===== src/rtl/fft_frame_loader_pkg.sv =====
// atlas_pkg: shared loader FSM states and frame-length constants.
package atlas_pkg;

    localparam int N_2 = 5;
    localparam int N = 2 ** N_2;

    typedef enum logic [2:0] {IDLE, LOAD, START, WAIT_HI, WAIT_LO} loader_state_t;

endpackage


===== src/rtl/fft_frame_loader_sample_ram.sv =====
// sample_ram: ping-pong sample store, one write port and one registered read port.
module sample_ram #(
    parameter int width = 16,
    parameter int aw = 6
) (
    input  logic             clk,
    input  logic             reset,
    input  logic             we,
    input  logic [aw-1:0]    waddr,
    input  logic [width-1:0] wdata,
    input  logic             re,
    input  logic [aw-1:0]    raddr,
    output logic [width-1:0] q
);

    logic [width-1:0] mem [0:2**aw-1];

    always_ff @(posedge clk) begin
        if (we) mem[waddr] <= wdata;
    end

    // Output is forced to zero on cycles without a read so it doubles as the masked rd bus.
    always_ff @(posedge clk) begin
        if (reset) q <= '0;
        else q <= re ? mem[raddr] : '0;
    end

endmodule


===== src/rtl/fft_frame_loader.sv =====
// fft_frame_loader: packs truncated i2s samples into ping-pong frames and streams them to the fft.
module fft_frame_loader
    import atlas_pkg::*;
#(
    parameter int width = 16,
    parameter int N_2 = atlas_pkg::N_2,
    parameter int in_width = 24
) (
    input  logic                clk,
    input  logic                reset,
    input  logic                sample_valid,
    input  logic [in_width-1:0] left,
    input  logic                fft_done,
    output logic                load,
    output logic [width-1:0]    rd,
    output logic                start,
    output logic                busy,
    output logic                overrun
);

    loader_state_t state, state_n;
    logic wr_bank, rd_bank, rd_bank_n, sel_bank;
    logic [N_2-1:0] wr_ptr, rd_ptr, rd_ptr_n, rd_ptr_inc;
    logic [1:0] ready, ready_clr, ready_kept, ready_n;
    logic load_n, start_n, re, enter, frame_end, accept;
    logic [N_2:0] raddr;
    logic unused_lsbs;

    assign unused_lsbs = ^left[in_width-width-1:0];
    assign busy = state != IDLE;
    assign rd_ptr_inc = rd_ptr + N_2'(1);
    assign sel_bank = ~ready[0];
    assign enter = |ready && (state == IDLE || (state == WAIT_LO && !fft_done));
    // A ready-clear on the last load cycle is visible to a frame completing in the same cycle.
    assign ready_kept = ready & ~ready_clr;
    assign frame_end = sample_valid && wr_ptr == '1;
    assign accept = frame_end && !ready_kept[~wr_bank];
    assign ready_n = ready_kept | ({wr_bank, ~wr_bank} & {2{accept}});

    always_comb begin
        state_n = state;
        rd_bank_n = rd_bank;
        rd_ptr_n = rd_ptr;
        load_n = 1'b0;
        start_n = 1'b0;
        re = 1'b0;
        raddr = {rd_bank, rd_ptr_inc};
        ready_clr = 2'b00;
        case (state)
            LOAD: begin
                rd_ptr_n = rd_ptr_inc;
                if (rd_ptr == '1) begin
                    ready_clr = rd_bank ? 2'b10 : 2'b01;
                    start_n = 1'b1;
                    state_n = START;
                end else begin
                    re = 1'b1;
                    load_n = 1'b1;
                end
            end
            START: state_n = WAIT_HI;
            WAIT_HI: state_n = fft_done ? WAIT_LO : WAIT_HI;
            WAIT_LO: state_n = fft_done ? WAIT_LO : IDLE;
            default: state_n = IDLE;
        endcase
        // Issue the first read one cycle ahead so load and rd line up on the first load cycle.
        if (enter) begin
            state_n = LOAD;
            rd_bank_n = sel_bank;
            rd_ptr_n = '0;
            re = 1'b1;
            raddr = {sel_bank, {N_2{1'b0}}};
            load_n = 1'b1;
        end
    end

    always_ff @(posedge clk) begin
        if (reset) begin
            state <= IDLE;
            wr_bank <= 1'b0;
            wr_ptr <= '0;
            ready <= 2'b00;
            rd_bank <= 1'b0;
            rd_ptr <= '0;
            load <= 1'b0;
            start <= 1'b0;
            overrun <= 1'b0;
        end else begin
            state <= state_n;
            rd_bank <= rd_bank_n;
            rd_ptr <= rd_ptr_n;
            ready <= ready_n;
            load <= load_n;
            start <= start_n;
            if (sample_valid) wr_ptr <= wr_ptr + N_2'(1);
            if (accept) wr_bank <= ~wr_bank;
            if (frame_end && !accept) overrun <= 1'b1;
        end
    end

    sample_ram #(.width(width), .aw(N_2 + 1)) u_ram (
        .clk(clk),
        .reset(reset),
        .we(sample_valid),
        .waddr({wr_bank, wr_ptr}),
        .wdata(left[in_width-1 -: width]),
        .re(re),
        .raddr(raddr),
        .q(rd)
    );

endmodule


===== config.mk =====
export PLATFORM = sky130hd
export DESIGN_NAME = fft_frame_loader
export DESIGN_NICKNAME = d
export VERILOG_FILES = /design/src/rtl/fft_frame_loader_pkg.sv /design/src/rtl/fft_frame_loader_sample_ram.sv /design/src/rtl/fft_frame_loader.sv
export SDC_FILE = /design/constraint.sdc
export NUM_CORES = 1
export LEC_CHECK = 0
export ABC_AREA = 1
export BUFFER_PORTS_ARGS = -buffer_cell sky130_fd_sc_hd__buf_4
export CAP_MARGIN = 20
export CELL_PAD_IN_SITES_DETAIL_PLACEMENT = 1
export CELL_PAD_IN_SITES_GLOBAL_PLACEMENT = 1
export CORE_MARGIN = 1.5
export CORE_UTILIZATION = 45
export CTS_CLUSTER_DIAMETER = 30
export DETAILED_ROUTE_END_ITERATION = 8
export PLACE_DENSITY = 0.81
export SKIP_CTS_REPAIR_TIMING = 1
export SYNTH_ARGS = -nofsm -noshare
export SYNTH_HDL_FRONTEND = slang
export SYNTH_HIERARCHICAL = 1
export SYNTH_SLANG_ARGS = --single-unit

===== constraint.sdc =====
create_clock -name clk -period 4.2 [get_ports clk]
set_clock_uncertainty 0.1 [all_clocks]
set_input_delay 0.21 -clock clk [delete_from_list [all_inputs] [get_ports clk]]
set_output_delay 0.21 -clock clk [all_outputs]
set_load 0.05 [all_outputs]

### Yosys cells after proc, flatten, opt, wreduce, memory -nomap -nowiden

Memories as Yosys holds them, arrays and structs flattened. A register that Yosys moved wholly into a read port is not among the register bits.
Cells that the tools add are included.

| cells by class | value |
|---|---|
| add/subtract/negate cells | 2 |
| magnitude comparators | 1 |
| equality and inequality tests | 8 |
| mux-type cells | 17 |
| bitwise gates (word level) | 8 |
| reduce and logical (&&, ||, !) cells | 15 |

Operators by type and width:

| cell | count |
|---|---|
| $pmux W3 S4 | 1 |
| $add A5 B1 Y5 const B | 2 |
| $eq A5 B5 Y1 const B | 2 |
| $mux W1 | 9 |
| $mux W3 | 3 |
| $reduce_or A2 Y1 | 4 |
| $eq A3 B2 Y1 const B | 2 |
| $mux W2 | 3 |
| $mux W6 | 1 |
| $logic_and A1 B1 Y1 | 5 |
| $and A2 B2 Y2 | 2 |
| $not A1 Y1 | 4 |
| $eq A3 B1 Y1 const B | 1 |
| $eq A3 B3 Y1 const B | 1 |
| $logic_not A1 Y1 | 3 |
| $logic_not A3 Y1 | 1 |
| $ne A3 B3 Y1 const B | 1 |
| $reduce_bool A3 Y1 | 1 |
| $lt A1 B2 Y1 const B | 1 |
| $ne A2 B2 Y1 const B | 1 |
| $not A2 Y2 | 1 |
| $or A2 B2 Y2 | 1 |
| $logic_or A1 B1 Y1 | 1 |

| word-level totals | value |
|---|---|
| register bits | 20 |
| memory bits (writable) | 1,024 |
| bits of input ports | 28 |
| word-level logic and storage cells | 62 |
| memories kept | 1 |

Memory list:

| memory | depth | bits a word | read ports | clocked after memory_dff | write ports | RTL line | RTL |
|---|---|---|---|---|---|---|---|
| u_ram.mem | 64 | 16 | 1 | 1 | 1 | fft_frame_loader_sample_ram.sv:16 | `logic [width-1:0] mem [0:2**aw-1];` |

### Depth between registers and ports, before layout

| depth | value |
|---|---|
| depth in word-level cells | 11 |
| gate-level depth with buffers | 18 |
| depth with buffers taken out | 15 |

### By module

Netlist, hierarchy kept.

Modules (own cells, without submodules):

| module | times used | cells an instance | area each (µm²) |
|---|---|---|---|
| sample_ram | 1 | 3,520 | 42,005.3 |
| fft_frame_loader | 1 | 133 | 978.4 |

### Worst setup path after synthesis

OpenSTA, ideal clock, no wires.

| timing path | value |
|---|---|
| kind | reg2reg |
| start | reg wr_ptr[2] |
| end | mem u_ram.mem[52][0], enable pin |
| arrival time | 2.458 ns |
| slack | 1.212 ns |
| cell stages (with the launch flop) | 4 |
| buffers on the path | 1 |
| clock period less this slack | 2.988 ns |
| cell sequence | dfxtp_1 -> clkbuf_1 -> inv_1 -> nor4_1 |

RTL lines:

| item | RTL line | RTL |
|---|---|---|
| start: declaration | fft_frame_loader.sv:23 | `logic [N_2-1:0] wr_ptr, rd_ptr, rd_ptr_n, rd_ptr_inc;` |
| start signal: assignment | fft_frame_loader.sv:95 | `if (sample_valid) wr_ptr <= wr_ptr + N_2'(1);` |
| end: declaration | fft_frame_loader_sample_ram.sv:16 |  |

Straight into the memory's write port.

### Worst setup path after layout

| timing path | value |
|---|---|
| start | reg state[1] |
| end | reg u_ram.q[6] (read register of u_ram.mem) |

| on the way | value |
|---|---|
| elaborated cells between the ends (all ways) | 11 |
| classes of those cells | eq/ne (2); mux (3); bitwise (1); reduce/logical (5) |

RTL lines:

| item | RTL line | RTL |
|---|---|---|
| start: declaration | fft_frame_loader.sv:21 | `loader_state_t state, state_n;` |
| start signal: assignment | fft_frame_loader.sv:89 | `state <= state_n;` |
| $eq A3 B3 Y1 | fft_frame_loader.sv:33 | `assign enter = \|ready && (state == IDLE \|\| (state == WAIT_LO && !fft_done));` |
| $logic_and A1 B1 Y1 | fft_frame_loader.sv:33 |  |
| $logic_or A1 B1 Y1 (*) | fft_frame_loader.sv:33 |  |
| $logic_and A1 B1 Y1 (*) | fft_frame_loader.sv:33 |  |
| $mux W6 (*) | fft_frame_loader.sv:67 | `if (enter) begin` |
| via raddr[0] | fft_frame_loader.sv:26 | `logic [N_2:0] raddr;` |
| end: declaration | fft_frame_loader_sample_ram.sv:13 | `output logic [width-1:0] q` |

Mark *: on every way through the listed nets, which the timed path passes. The rest lies on a longest branch.
A chain may end at the register's enable or synchronous reset.

==> summary.md <==
| Metric | Value |
|---|---|
| Top Family by Delay on Critical Path | simple AND/OR/NAND/NOR gates |
| Ranking of synthesized cells by area | edfxtp_1 72%, nand2_1 11%, nand3_1 10% |
| Setup TNS Final | 0 ns |
| Worst path max stage delay | 0.56 ns |
| VDD IR max | around 390 uV |
| Worst-path clk slew | roughly 0.050 ns |
| Grt ovf | 0 |
| Crit-path slowest cell | buf_4 |
| Final setup fails | 0 |
| Minimum clock period | between 3 and 4 ns |
| Final Hold Vio Count | 0 |
| Max FO, Critical Path | just over 100 |
| Final hold slack | between 0.001 and 0.0015 ns |
| Total routed wirelength | between 100000 and 150000 um |
| Design area | between 50000 and 60000 sq um |
| Crit. End Element | flip-flop |
| Fillers | around 9500 |
| Vias | around 31000 |
| CTS tree | built |
| Initial Utilization | 0.453 |
| # DRC | 2 |
| Fmax | 268 MHz |
| Vias/cell | slightly below 6 |
| Die area | about 100000 sq um |
| Port buffer count | 39 |
| Final Cycle Share | 0.889 |
| Synth unique cells | 31 |
| Slew Viols, Final | 0 |
| GP Congestion | roughly 0.79 |
| Vias in the first global route | 33659 |
| Post-Syn Instances | around 3700 |
| RSZ-0062 raised after global routing | no |
| Buf/Inv on CP | 4 |
| Cell taking the most area after synthesis | edfxtp_1 |
| Leak | around 19 nW |
| Slew HR | 0.344 |
| Post-detailed-route wirelength per cell | around 27 um |
| Failing checks | design-rule violations |
| Boundary pin count | 48 |
| First-pass GRT wire length | ~210000 um |
| DIE HEIGHT | 312 um |
| Row count | about 110 |
| Mapped Avg Cell Area | 11.8 sq um |
| Total CTS buffers | 201 |
| Worst path cell trace | nor2_1 > o21ai_2 > nor2_4 > inv_6 > nand2_1 > inv_8 > inv_16 > buf_4 > nand2_1 > nand3_1 > nand3_1 > nand2_1 > nand2_1 > nand3_1 > nand3_1 > a21oi_1 |
| CP required | 4.79 ns |
| Status | finished with violations |
| Iter 0 DRT Violations | about 3700 |
| Cell area after placement | between 40000 and 50000 sq um |
| Area grow syn2layout | 21.0% |
| Max cap viols | 0 |
| # H-tree levels | 4 |
| Yosys reg bits | between 1000 and 1500 |
| Actual slew at the worst max-slew pin | approximately 0.98 ns |
| Crit path DAT | 4.32 ns |
| Largest net degree at the start of global routing | 130 |
| Post-DP HPWL | around 71000 um |
| Setup WS post-layout | about 0.47 ns |
| Maximum clock path buffer count | 3 |
| Syn nets | ~3700 |
| Layout cells sized above 1 | 0.130 |
| Setup WS pre-CTS | between 0.6 and 0.7 ns |
| Drt first pass iters | 8 |
| CTS sink count | approximately 1100 |
| Synth top area share | 0.715 |
| Cell area after synthesis | 43000 sq um |
| WS Path Type | reg2reg |
| Total core area | ~95000 sq um |
| Root Driver | clkbuf_16 |
| Skew-Pair Late Insertion Delay | about 0.78 ns |
| Sequential area share after synthesis | 0.732 |
| Nets | around 3800 |
| Synth Warn # | 6 |
| CP startpoint kind | flip-flop |
| GRT Total Usage | 0.291 |
| Antenna viol nets, final | 0 |
| Initial antenna violation count | 1 |
| Die W | 312 um |
| Worst hold path type | in2reg |
| Power Density | between 500 and 600 nW/um^2 |
-- cell families after synthesis --
group,share of synthesized area
adder cells (fa/ha/maj),0.00116
AND/OR/NAND/NOR,0.227
buffers and inverters,0.0342
AO/OA/AOI/OAI,0.00492
flip-flops,0.732
XOR/XNOR,0.000611
-- flip-flops by register name, summed over array words and instances, names as in the netlist --
signal,count
overrun,1
wr_ptr,5
load,1
start,1
wr_bank,1
ready,2
u_ram/mem,1024
rd_ptr,5
state,3
u_ram/q,16
rd_bank,1
-- path summary, 6_finish.rpt --
| kind | slack [ns] | from | depth (start not counted) | end |
|---|---|---|---|---|
| worst max-delay path | 0.47 | state[1] | 16 | u_ram/q[6] |
| worst min-delay path | 0.001 | left[15] | 1 | u_ram/mem[5][7] |
| worst max register to register | 0.47 | state[1] | 16 | u_ram/q[6] |
| worst min register to register | 0.37 | overrun | 2 | overrun |
-- where the power goes --
group          switching, mW  internal [mW]  total [mW]
logic                  0.272         0.0410       0.313
registers             0.0195           11.7        11.7
clock network           5.74           11.1        16.9
-- worst reg2reg max path, stage by stage (launching register included) --
cell and delay [ns]:
dfxtp_1 0.33, nor2_1 0.23, o21ai_2 0.14, nor2_4 0.20, inv_6 0.08, nand2_1 0.17
inv_8 0.17, inv_16 0.38, buf_4 0.64, nand2_1 0.16, nand3_1 0.12, nand3_1 0.09
nand2_1 0.15, nand2_1 0.07, nand3_1 0.12, nand3_1 0.26, a21oi_1 0.26
-- Yosys cell counts --
master	instances
nand2_1	1311
edfxtp_1	1024
nand3_1	879
buf_2	100
nor2_1	72
clkbuf_1	42
dfxtp_1	36
buf_6	31
inv_1	31
buf_4	30
buf_1	25
a21oi_1	23
nand4_1	10
nor4_1	8
a21oi_2	5
ha_1	4
inv_2	3
o21ai_0	3
xor2_1	3
nor2_4	2
a22oi_1	1
a31oi_1	1
and3_1	1
clkinv_4	1
inv_6	1
nand2_2	1
nand2_4	1
nor3_1	1
o211ai_1	1
o21ai_2	1
o21bai_1	1
-- area by class of cell --
class	instances	area (sq um)	share of cell area
Antenna cell	3	7.51	0.000144
Clock buffer	235	5320	0.102
Clock inverter	143	1850	0.0355
Inverter	36	185	0.00356
Multi-Input combinational cell	2329	10100	0.194
Sequential cell	1060	31500	0.605
Tap cell	1265	1580	0.0304
Timing Repair Buffer	163	1490	0.0287
-- routing by layer --
metal  track usage  vias to the layer above  part of all wire
li1              -                    13200                 -
met1         0.361                    15959              0.38
met2         0.493                     1704              0.50
met3        0.0608                      380             0.086
met4         0.131                        2             0.038
met5             0                        -           0.00012
-- through the flow --
stage	utilization	total power, mW	instances
detailed placement	0.471	12.2	4836
CTS	0.546	29.0	5214
global route	0.548	29.4	5231
finish	0.548	28.9	5234
floorplan	-	11.9	3653
global placement	0.471	12.1	4836
-- cell usage in the layout, fill, tap and decap left out, types with 18 or more instances in the layout --
cell        count
bufinv_16      33
edfxtp_1     1024
nor2_1         67
dfxtp_1        36
buf_12         18
clkbuf_1       21
nand2_1      1311
clkinvlp_4     22
clkbuf_16     204
buf_4         128
clkinv_1       21
a21oi_1        23
nand3_1       879
clkinv_2       39
inv_1          26
Note: power is estimated with default switching activity, not from simulation.
